`config.mk`:
```
export PLATFORM = sky130hd
export DESIGN_NAME = cluster_bus_rd_scheduler
export DESIGN_NICKNAME = d
export VERILOG_FILES = /design/src/rtl/cluster_bus_rd_scheduler.sv
export SDC_FILE = /design/constraint.sdc
export NUM_CORES = 1
export LEC_CHECK = 0
export CORE_AREA = 3 3 209 211
export DETAILED_ROUTE_END_ITERATION = 6
export DIE_AREA = 0 0 212 214
export GPL_TIMING_DRIVEN = 0
export PLACE_DENSITY = 0.48
export SYNTH_ARGS = -nofsm -noshare
export SYNTH_HDL_FRONTEND = slang
export SYNTH_SLANG_ARGS = --single-unit
```
`constraint.sdc`:
```
create_clock -name clk_i -period 3.75 [get_ports clk_i]
set_input_delay 1.125 -clock clk_i [delete_from_list [all_inputs] [get_ports clk_i]]
set_output_delay 1.125 -clock clk_i [all_outputs]
set_load 0.05 [all_outputs]
```
`src/rtl/cluster_bus_rd_scheduler.sv`:
```
// Round-robin scheduler sharing one AXI read port (AR/R) between NB_REQ requesters.
// The requester index is prefixed onto ARID and R beats are routed back by that prefix.
module cluster_bus_rd_scheduler #(
  parameter int unsigned NB_REQ            = 4,
  parameter int unsigned AXI_ADDR_WIDTH    = 64,
  parameter int unsigned AXI_DATA_WIDTH    = 64,
  parameter int unsigned AXI_ID_IN_WIDTH   = 4,
  parameter int unsigned MAX_OUTSTANDING   = 8,
  localparam int unsigned IDX_W            = $clog2(NB_REQ),
  localparam int unsigned AXI_ID_OUT_WIDTH = AXI_ID_IN_WIDTH + IDX_W,
  localparam int unsigned CNT_W            = $clog2(MAX_OUTSTANDING + 1)
) (
  input  logic                                 clk_i,
  input  logic                                 rst_ni,
  // Requester AR channels
  input  logic [NB_REQ-1:0]                    req_ar_valid_i,
  output logic [NB_REQ-1:0]                    req_ar_ready_o,
  input  logic [NB_REQ*AXI_ADDR_WIDTH-1:0]     req_ar_addr_i,
  input  logic [NB_REQ*8-1:0]                  req_ar_len_i,
  input  logic [NB_REQ*AXI_ID_IN_WIDTH-1:0]    req_ar_id_i,
  // Crossbar AR channel
  output logic                                 mst_ar_valid_o,
  input  logic                                 mst_ar_ready_i,
  output logic [AXI_ADDR_WIDTH-1:0]            mst_ar_addr_o,
  output logic [7:0]                           mst_ar_len_o,
  output logic [AXI_ID_OUT_WIDTH-1:0]          mst_ar_id_o,
  // Crossbar R channel
  input  logic                                 mst_r_valid_i,
  output logic                                 mst_r_ready_o,
  input  logic [AXI_ID_OUT_WIDTH-1:0]          mst_r_id_i,
  input  logic [AXI_DATA_WIDTH-1:0]            mst_r_data_i,
  input  logic                                 mst_r_last_i,
  // Requester R channels
  output logic [NB_REQ-1:0]                    req_r_valid_o,
  input  logic [NB_REQ-1:0]                    req_r_ready_i,
  output logic [AXI_DATA_WIDTH-1:0]            req_r_data_o,
  output logic [AXI_ID_IN_WIDTH-1:0]           req_r_id_o,
  output logic                                 req_r_last_o,
  // Status
  output logic                                 r_err_o,
  output logic                                 busy_o
);

  // ---------------------------------------------------------------------------
  // Unpack requester AR fields
  // ---------------------------------------------------------------------------
  logic [AXI_ADDR_WIDTH-1:0]  req_addr [NB_REQ];
  logic [7:0]                 req_len  [NB_REQ];
  logic [AXI_ID_IN_WIDTH-1:0] req_id   [NB_REQ];

  for (genvar i = 0; i < NB_REQ; i++) begin : g_unpack
    assign req_addr[i] = req_ar_addr_i[i*AXI_ADDR_WIDTH +: AXI_ADDR_WIDTH];
    assign req_len[i]  = req_ar_len_i[i*8 +: 8];
    assign req_id[i]   = req_ar_id_i[i*AXI_ID_IN_WIDTH +: AXI_ID_IN_WIDTH];
  end

  // ---------------------------------------------------------------------------
  // State
  // ---------------------------------------------------------------------------
  logic                       ar_valid_q, ar_valid_d;
  logic [IDX_W-1:0]           ar_idx_q, ar_idx_d;
  logic [AXI_ID_IN_WIDTH-1:0] ar_id_q, ar_id_d;
  logic [AXI_ADDR_WIDTH-1:0]  ar_addr_q, ar_addr_d;
  logic [7:0]                 ar_len_q, ar_len_d;
  logic [IDX_W-1:0]           rr_ptr_q, rr_ptr_d;
  logic [CNT_W-1:0]           cnt_q [NB_REQ];
  logic [CNT_W-1:0]           cnt_d [NB_REQ];

  // ---------------------------------------------------------------------------
  // Arbitration
  // ---------------------------------------------------------------------------
  logic [NB_REQ-1:0] eligible;
  logic              arb_cycle;
  logic              gnt_found;
  logic              gnt;
  logic [IDX_W-1:0]  gnt_idx;

  always_comb begin
    eligible = '0;
    for (int unsigned i = 0; i < NB_REQ; i++) begin
      eligible[i] = req_ar_valid_i[i] && (cnt_q[i] < CNT_W'(MAX_OUTSTANDING));
    end
  end

  // First eligible requester scanning upwards from rr_ptr, wrapping at NB_REQ.
  always_comb begin
    logic [IDX_W:0] cand;
    gnt_found = 1'b0;
    gnt_idx   = '0;
    cand      = '0;
    for (int unsigned o = 0; o < NB_REQ; o++) begin
      cand = {1'b0, rr_ptr_q} + (IDX_W+1)'(o);
      if (cand >= (IDX_W+1)'(NB_REQ)) begin
        cand = cand - (IDX_W+1)'(NB_REQ);
      end
      if (!gnt_found && eligible[cand[IDX_W-1:0]]) begin
        gnt_found = 1'b1;
        gnt_idx   = cand[IDX_W-1:0];
      end
    end
  end

  assign arb_cycle = !ar_valid_q || mst_ar_ready_i;
  assign gnt       = arb_cycle && gnt_found;

  always_comb begin
    req_ar_ready_o = '0;
    if (gnt) begin
      req_ar_ready_o[gnt_idx] = 1'b1;
    end
  end

  always_comb begin
    rr_ptr_d = rr_ptr_q;
    if (gnt) begin
      rr_ptr_d = (gnt_idx == IDX_W'(NB_REQ - 1)) ? '0 : gnt_idx + IDX_W'(1);
    end
  end

  // ---------------------------------------------------------------------------
  // AR buffer: a single entry, reloaded only on an arbitration cycle
  // ---------------------------------------------------------------------------
  always_comb begin
    ar_valid_d = ar_valid_q;
    ar_idx_d   = ar_idx_q;
    ar_id_d    = ar_id_q;
    ar_addr_d  = ar_addr_q;
    ar_len_d   = ar_len_q;
    if (arb_cycle) begin
      ar_valid_d = gnt;
    end
    if (gnt) begin
      ar_idx_d  = gnt_idx;
      ar_id_d   = req_id[gnt_idx];
      ar_addr_d = req_addr[gnt_idx];
      ar_len_d  = req_len[gnt_idx];
    end
  end

  assign mst_ar_valid_o = ar_valid_q;
  assign mst_ar_addr_o  = ar_addr_q;
  assign mst_ar_len_o   = ar_len_q;
  assign mst_ar_id_o    = {ar_idx_q, ar_id_q};

  // ---------------------------------------------------------------------------
  // R routing
  // ---------------------------------------------------------------------------
  logic [IDX_W-1:0]      r_idx;
  logic [2**IDX_W-1:0]   idx_ok_map;
  logic                  r_idx_ok;
  logic                  r_last_hs;

  // Constant table of which index prefixes map to a real requester.
  for (genvar i = 0; i < 2**IDX_W; i++) begin : g_idx_map
    assign idx_ok_map[i] = (i < NB_REQ);
  end

  assign r_idx    = mst_r_id_i[AXI_ID_OUT_WIDTH-1 -: IDX_W];
  assign r_idx_ok = idx_ok_map[r_idx];

  always_comb begin
    req_r_valid_o = '0;
    mst_r_ready_o = 1'b1;
    if (r_idx_ok) begin
      req_r_valid_o[r_idx] = mst_r_valid_i;
      mst_r_ready_o        = req_r_ready_i[r_idx];
    end
  end

  assign r_err_o      = mst_r_valid_i && !r_idx_ok;
  assign req_r_data_o = mst_r_data_i;
  assign req_r_id_o   = mst_r_id_i[AXI_ID_IN_WIDTH-1:0];
  assign req_r_last_o = mst_r_last_i;
  assign r_last_hs    = mst_r_valid_i && mst_r_ready_o && mst_r_last_i;

  // ---------------------------------------------------------------------------
  // Outstanding-burst counters
  // ---------------------------------------------------------------------------
  logic [NB_REQ-1:0] cnt_inc;
  logic [NB_REQ-1:0] cnt_dec;
  logic [NB_REQ-1:0] cnt_nz;

  always_comb begin
    cnt_inc = '0;
    cnt_dec = '0;
    cnt_nz  = '0;
    for (int unsigned i = 0; i < NB_REQ; i++) begin
      cnt_nz[i]  = (cnt_q[i] != '0);
      cnt_inc[i] = gnt && (gnt_idx == IDX_W'(i));
      // A decrement on an empty counter is dropped rather than wrapping.
      cnt_dec[i] = r_last_hs && r_idx_ok && (r_idx == IDX_W'(i)) && cnt_nz[i];
      cnt_d[i]   = cnt_q[i];
      if (cnt_inc[i] && !cnt_dec[i]) begin
        cnt_d[i] = cnt_q[i] + CNT_W'(1);
      end else if (cnt_dec[i] && !cnt_inc[i]) begin
        cnt_d[i] = cnt_q[i] - CNT_W'(1);
      end
    end
  end

  assign busy_o = ar_valid_q || (|cnt_nz);

  // ---------------------------------------------------------------------------
  // Registers
  // ---------------------------------------------------------------------------
  always_ff @(posedge clk_i or negedge rst_ni) begin
    if (!rst_ni) begin
      ar_valid_q <= 1'b0;
      ar_idx_q   <= '0;
      ar_id_q    <= '0;
      ar_addr_q  <= '0;
      ar_len_q   <= '0;
      rr_ptr_q   <= '0;
      for (int unsigned i = 0; i < NB_REQ; i++) begin
        cnt_q[i] <= '0;
      end
    end else begin
      ar_valid_q <= ar_valid_d;
      ar_idx_q   <= ar_idx_d;
      ar_id_q    <= ar_id_d;
      ar_addr_q  <= ar_addr_d;
      ar_len_q   <= ar_len_d;
      rr_ptr_q   <= rr_ptr_d;
      for (int unsigned i = 0; i < NB_REQ; i++) begin
        cnt_q[i] <= cnt_d[i];
      end
    end
  end

endmodule

```
==> results of run 1 <==
sequential cells by signal, indices dropped and copies added, names as in the netlist:
register and count:
ar_idx_q 2, rr_ptr_q 2, mst_ar_valid_o 1, cnt_q 16, mst_ar_addr_o 64, ar_id_q 4
mst_ar_len_o 8
Yosys cell counts:
cell | number | share of area, %
and2_1 | 2 | 0.20
a211oi_2 | 1 | 0.20
ha_1 | 12 | 2.3
mux2_2 | 21 | 3.7
o22ai_2 | 1 | 0.20
or2_2 | 1 | 0.098
fa_1 | 4 | 1.3
xnor2_1 | 12 | 1.6
nand2_1 | 11 | 0.65
nand4_1 | 2 | 0.20
nand2b_1 | 5 | 0.49
buf_2 | 12 | 0.94
a211oi_1 | 1 | 0.12
nor3b_1 | 2 | 0.23
and3b_1 | 3 | 0.41
nor2b_1 | 5 | 0.49
mux4_2 | 1 | 0.35
o21ai_0 | 9 | 0.70
dfrtp_1 | 97 | 38
nor4_1 | 3 | 0.29
or4b_2 | 2 | 0.31
and3_1 | 2 | 0.20
clkbuf_1 | 37 | 2.2
a21oi_1 | 85 | 6.7
or4_1 | 2 | 0.23
xor2_1 | 4 | 0.55
a22oi_1 | 1 | 0.12
conb_1 | 1 | 0.059
o221a_1 | 1 | 0.18
a222oi_1 | 76 | 12
nor2_1 | 89 | 5.2
o21ai_1 | 1 | 0.078
inv_1 | 6 | 0.35
buf_4 | 70 | 8.2
o22ai_1 | 2 | 0.20
o31ai_1 | 1 | 0.12
nand3_1 | 1 | 0.078
nor3_1 | 1 | 0.078
a21o_1 | 4 | 0.47
mux2_1 | 59 | 10
per-stage QoR:
step	instances	setup WS, ns	setup TNS (ns)
CTS	1704	0.007412	0
global route	1705	-0.001529	-0.001529
floorplan	650	-0.04150	-0.04150
detailed placement	1668	-1.961	-61.99
global placement	1665	-2.689	-338.57
finish	1705	0.08065	0
metal layers:
metal	global-route usage, %	vias to the layer above	wire (um)	part of all wire [%]
met5	0	-	0	0
met4	4.889	0	827	2.2
met3	4.130	33	3072	8.0
met2	29.28	365	19310	50
met1	18.63	3559	15040	39
li1	-	3419	-	-
what timing repair did:
item,CTS,global route
endpoints found under the hold margin,0,0
buffers inserted,23,1
endpoints found under the setup margin,95,6
pin swaps,12,4
resized for setup,87,12
worst paths after layout:
| kind | from | to | slack (ns) |
|---|---|---|---|
| worst max-delay path | req_ar_valid_i[3] | req_ar_ready_o[1] | 0.08 |
| worst min-delay path | ar_idx_q[1] | ar_idx_q[1] | 0.50 |
| worst max register to register | rr_ptr_q[1] | mst_ar_addr_o[61] | 0.56 |
| worst min register to register | ar_idx_q[1] | ar_idx_q[1] | 0.50 |
| max in group asynchronous | rst_ni | mst_ar_addr_o[12] | 2.24 |
| min in group asynchronous | rst_ni | mst_ar_addr_o[52] | 0.77 |
layout make-up:
type | count | area (um2) | area share (%)
Clock buffer | 11 | 242.7 | 1.925
Sequential cell | 97 | 2427 | 19.25
Tap cell | 539 | 674.4 | 5.348
Inverter | 6 | 22.52 | 0.1786
Buffer | 117 | 804.5 | 6.380
Multi-Input combinational cell | 428 | 3413 | 27.07
Clock inverter | 4 | 28.78 | 0.2282
Timing Repair Buffer | 503 | 4997 | 39.63
worst max-delay path, cell delays in order:
cell and delay [ns]:
clkdlybuf4s15_1 0.16, nor2b_4 0.13, buf_6 0.13, nand2b_4 0.16, nor2_4 0.15, nor2b_4 0.06
clkbuf_8 0.15, clkbuf_16 0.15, and2_4 0.17, buf_8 0.15
kinds of logic (layout without fill, tap and decap cells):
logic type,count (synthesis),after routing
buf+inv,125,641
xor+xnor,16,16
flops,97,97
mux,81,81
simple gates,131,131
other cells,1,1
compound gates,183,183
fa+ha+maj,16,16
where the power goes:
group | switching [W] | internal, W
combinational | 0.00435 | 0.00272
clock | 0.000451 | 0.000467
sequential | 0.000388 | 0.00159
==> metrics, run 1 <==
Final nets=1,565; core area=41,950 um2; largest net degree at the start of global routing=53; Post-Syn Instances=650; commonest non-fill, non-tap cell in the layout=clkdlybuf4s50_1; Slew headroom=44.60%; final core occ=30.06%; Final setup viols=0; via density per instance=4.326; CP arrival=2.54 ns; Placed Area=11,960 um2; Net Count, Synth=1,053; H-tree levels=3; unrepaired setup endpoints after global routing=true; IO buf count=476; hold path depth=2; latest clock arrival within the worst-skew pair=0.37 ns; # IOs=546; first-pass GRT wire length=53,520 um; Die Width=212 um; die height=214 um; drt total wl=38,240 um; number of DRC markers in iteration 0=491; Synth Area in Simple Gates=9.174%; Layout Skew=0.01200 ns; Worst Setup End Kind=output pin; hold_buf cts=0; compound-gate portion of the synthesized area=20.91%; status=completed; register bit count reported by yosys=97; clock root buffer master=clkbuf_16; Num CTS Buffers=9; via count=7,376; die area=45,370 um2; commonest non-fill, non-tap cells in the layout=460 x clkdlybuf4s50_1, 97 x dfrtp_1, 96 x buf_4; total gr overflow=0; Syn Area/Cell=9.840 um2; post-DP HPWL=29,880 um; synthesis warning total=0; global placer's final weighted congestion=0.7986; area share of fa/ha/maj cells after synthesis=3.599%; Syn-to-layout area delta=97.16%; largest family of logic cells by synthesized area=compound AO/OA/AOI/OAI gates; Clk pin slew, worst setup/hold paths=0.07 ns; CTS tree=done; Worst-Margin Slew=0.8310 ns; Antenna Nets Post-Route=0; DRC=0; Initial Util=15.25%; Synth cell types=40; min Tclk post-route=3.669 ns; MaxCap Viol Count=0; # rows=75; cell area after layout=12,610 um2; CP Launch Type=primary input; GR Util All Layers=16.20%; critical path peak fanout=5; CP required=2.62 ns; initial antenna violation count=0; Static Leak=4.923 nW; Max VDD drop=341.2 uV; share of cells above drive strength 1=16.55%; highest clock rate=272.5 MHz; Final Power=0.009953 W; Pre-antenna DRT Iters=6; clock sinks=97; vias in the first global route=7,857; crit share post-route=97.85%; Reg2Reg Depth=8; pwr/cell area=789.3 nW/um2; CTS Buffer Depth=2; WL/cell=22.43 um; Slew Limit Fails=0; WHS=0.4970 ns; xor and xnor area share after synthesis=2.191%; mux share of post-synthesis cell area=14.44%; Seq/Total Area, Yosys=37.95%; ANT cells=0; CP Class=in2out; endpoints failing hold=0; # fillers=4,428; Netlist Area Pre-Place=6396 um2; Hold Path Class=reg2reg
No activity file was read; power rests on OpenSTA's default activity.
==> run 2, diff against run 1 <==
ABC_AREA = 1   (was unset)
PLACE_DENSITY = 0.53   (was 0.48)
==> run 2 against run 1 <==
Synthesized cell count up 110%. Non-clock buffer count rose by 39. Via count increased by 38%.
==> metrics, run 2 <==
status=completed; Sequential Area=2427 um2 (unchanged); Largest register FFs=64 (unchanged); global placer's final weighted congestion=0.8890 (+11%); WHS=0.4796 ns (-0.01742 ns); CP Class=in2out; Max VDD drop=408.6 uV (+20%); Syn-to-layout area delta=79.51%; mux share of post-synthesis cell area=0.5562% (-14 points); clock sinks=97 (unchanged); top_reg_cell synth=dfrtp_1; CP Launch Type=primary input; CTS Buffer Depth=2 (unchanged); CP max stage cell=buf_8; Clk pin slew, worst setup/hold paths=0.08 ns (about the same); cell with the most instances after synthesis=nand2_1; xor and xnor area share after synthesis=1.298% (-0.89 points); commonest cells in the synthesized netlist=799 x nand2_1, 169 x nand3_1, 97 x dfrtp_1; Static Leak=7.212 nW (+46%); post-DP HPWL=33,830 um (+13%); Initial Util=19.30% (+4.1 points); synthesis warning total=0 (unchanged); commonest non-fill, non-tap cell in the layout=nand2_1; slowest stage delay, CP=0.16 ns (about the same); core area=41,950 um2 (unchanged); setup ws final=0.03053 ns (-0.05012 ns); CP top delay family=simple AND/OR/NAND/NOR gates; total gr overflow=0 (unchanged); # fillers=4,558 (+2.9%); compound-gate portion of the synthesized area=1.576% (-19 points); DRC=0 (unchanged); via count=10,180 (+38%); EDFF count, synth=0 (unchanged); Num CTS Buffers=9 (unchanged); H-tree levels=3 (unchanged); CP Depth=13 (+3); critical path peak fanout=4 (-1); ys async rst share=100.0% (unchanged); vias in the first global route=10,650 (+35%); Post-Syn Instances=1,334 (+110%); commonest non-fill, non-tap cells in the layout=790 x nand2_1, 462 x clkdlybuf4s50_1, 155 x nand3_1; largest family of logic cells by synthesized area=simple AND/OR/NAND/NOR gates; clock root buffer master=clkbuf_16; Placed Area=13,710 um2 (+15%); die height=214 um (unchanged); Final Power=0.01571 W (+58%); worst slack, placed=-2.318 ns (-0.3573 ns); register bit count reported by yosys=97 (unchanged); initial antenna violation count=3 (+3); largest net degree at the start of global routing=57 (+7.5%); CP required=2.62 ns (about the same); CP arrival=2.59 ns (+0.05 ns); Netlist Area Pre-Place=8098 um2 (+27%); Worst Setup End Kind=output pin; Worst setup startpoint=req_ar_valid_i[0]; CP cell instances=buf_4 -> nand3_2 -> nand2_2 -> nand2_1 -> nand2_2 -> nand4_4 -> nand2_8 -> nand2_4 -> buf_12 -> nor2_4 -> inv_2 -> nor2_4 -> buf_8; min Tclk post-route=3.719 ns (+0.05012 ns); Setup crit end=req_ar_ready_o[3]; Synth cell types=35 (-13%); Final nets=2,255 (+44%); Net Count, Synth=1,737 (+65%); hold_buf cts=0 (unchanged); worst path bufs/invs=4 (-1); latest clock arrival within the worst-skew pair=0.37 ns (about the same); cell area after layout=14,540 um2 (+15%); dominant cell type by area after synthesis=nand2_1; endpoints failing hold=0 (unchanged); highest clock rate=268.9 MHz (-1.3%); share of cells above drive strength 1=13.09% (-3.5 points); Synth Area in Simple Gates=50.32% (+41 points); GR Util All Layers=18.57% (+2.4 points); R2R Setup Slk=0.32 ns (-0.24 ns); first-pass GRT wire length=63,820 um (+19%); footprint of the multi-input gates=4885 um2 (+43%); Final setup viols=0 (unchanged); r2r startpoint=rr_ptr_q[0]; Die Width=212 um (unchanged); via density per instance=4.247 (-1.8%); R2R Path End=cnt_q[7]; die area=45,370 um2 (unchanged); IO buf count=476 (unchanged); hold path start=mst_ar_len_o[3]; CTS tree=done; MaxCap Viol Count=0 (unchanged); drt total wl=43,090 um (+13%); Pre-antenna DRT Iters=5 (-1); Syn Area/Cell=6.070 um2 (-38%); final core occ=34.65% (+4.6 points); crit share post-route=99.19% (+1.3 points); number of DRC markers in iteration 0=520 (+5.9%); Slew Limit Fails=0 (unchanged); unrepaired setup endpoints after global routing=true; Layout Skew=0.007532 ns (-0.004466 ns); Hold Path Class=reg2reg; Worst-Margin Slew=0.9213 ns (+0.09032 ns); pwr/cell area=1081 nW/um2 (+37%); # IOs=546 (unchanged); # rows=75 (unchanged); Seq/Total Area, Yosys=29.98% (-8.0 points); ranking of synthesized cells by area=nand2_1 37%, dfrtp_1 30%, nand3_1 10%; Reg2Reg Depth=23 (+15); area share of fa/ha/maj cells after synthesis=2.843% (-0.76 points); WL/cell=17.98 um (-20%); Antenna Nets Post-Route=0 (unchanged); share of the synthesized area in the top cell type=37.04% (-0.91 points); Slew headroom=38.58% (-6.0 points)
-- run 2: cell types whose count changed after synthesis, sizes merged, moves of 16 or more --
cell,delta
buf,+49
nor2,-65
nand2,+793
a21oi,-78
inv,+16
a222oi,-76
mux2,-76
nand3,+170
clkbuf,-16
-- run 2: metrics by stage --
stage                     cells  setup TNS (ns)
after floorplan            1334               0
after global placement     2349         -331.90
after detailed placement   2350          -69.51
after CTS                  2390               0
after global routing       2397        -0.09331
final                      2397               0
-- run 2: worst reg2reg max path, cell delays in order, from the launching register on --
cell and delay [ns]:
dfrtp_1 0.37, buf_6 0.16, inv_4 0.12, nand2_1 0.08, nand2_2 0.16, nand3_2 0.11, nand2_4 0.12, nand2_2 0.07
nor3_4 0.21, nor2_4 0.07, buf_12 0.15, buf_8 0.17, nand3_4 0.11, clkinvlp_4 0.10, buf_4 0.15, ha_4 0.15
inv_1 0.10, ha_1 0.24, a21o_1 0.18, a21oi_1 0.17, nor2_1 0.06, nor2_1 0.08, nand2_1 0.06, xor2_1 0.14
-- run 2: final cells by class --
type / instances / area share, %
multi-input cells: 1063 / 33.60
clock buffers: 9 / 1.549
repair buffers: 509 / 34.71
well taps: 539 / 4.639
plain buffers: 150 / 7.144
flip-flops and latches: 97 / 16.70
clock inverters: 7 / 0.8693
diodes: 1 / 0.01721
inverters: 22 / 0.7661
-- run 2: cells by family (layout without fill, tap and decap cells) --
family / after synthesis / in the layout
XOR/XNOR: 12 / 12
adder cells (fa/ha/maj): 16 / 16
AO/OA/AOI/OAI: 21 / 21
buffers and inverters: 174 / 697
flip-flops: 97 / 97
AND/OR/NAND/NOR: 1009 / 1009
other: 1 / 2
multiplexers: 4 / 4
-- run 2: what timing repair did --
action / in CTS / in global routing
pin swaps: 19 / 15
setup endpoints to repair: 104 / 6
buffers inserted: 26 / 6
resized for setup: 95 / 19
-- run 2: where the power goes --
group / switching, W / internal [W] / leakage [nW]
Clock: 0.000484 / 0.000662 / 0.168
Sequential: 0.000329 / 0.00160 / 1.20
Combinational: 0.00830 / 0.00433 / 5.84
Total: 0.00912 / 0.00659 / 7.21
-- run 2: worst min path at each step --
stage                             end  slack [ns]  cells after the start
floorplan                   cnt_q[14]        0.47                      2
CTS                 mst_ar_addr_o[32]        0.48                      2
global placement     mst_ar_addr_o[4]        0.46                      2
detailed placement  mst_ar_addr_o[39]        0.46                      2
global route        mst_ar_addr_o[28]        0.50                      2
finish                mst_ar_len_o[3]        0.48                      2
-- run 2: routing by layer --
| metal | GRT usage (%) | up-vias | part of all wire [%] |
|---|---|---|---|
| li1 | - | 5122 | - |
| met1 | 22.58 | 4652 | 42 |
| met2 | 32.09 | 358 | 49 |
| met3 | 5.053 | 47 | 7.3 |
| met4 | 5.180 | 2 | 2.2 |
| met5 | 0 | - | 0.028 |
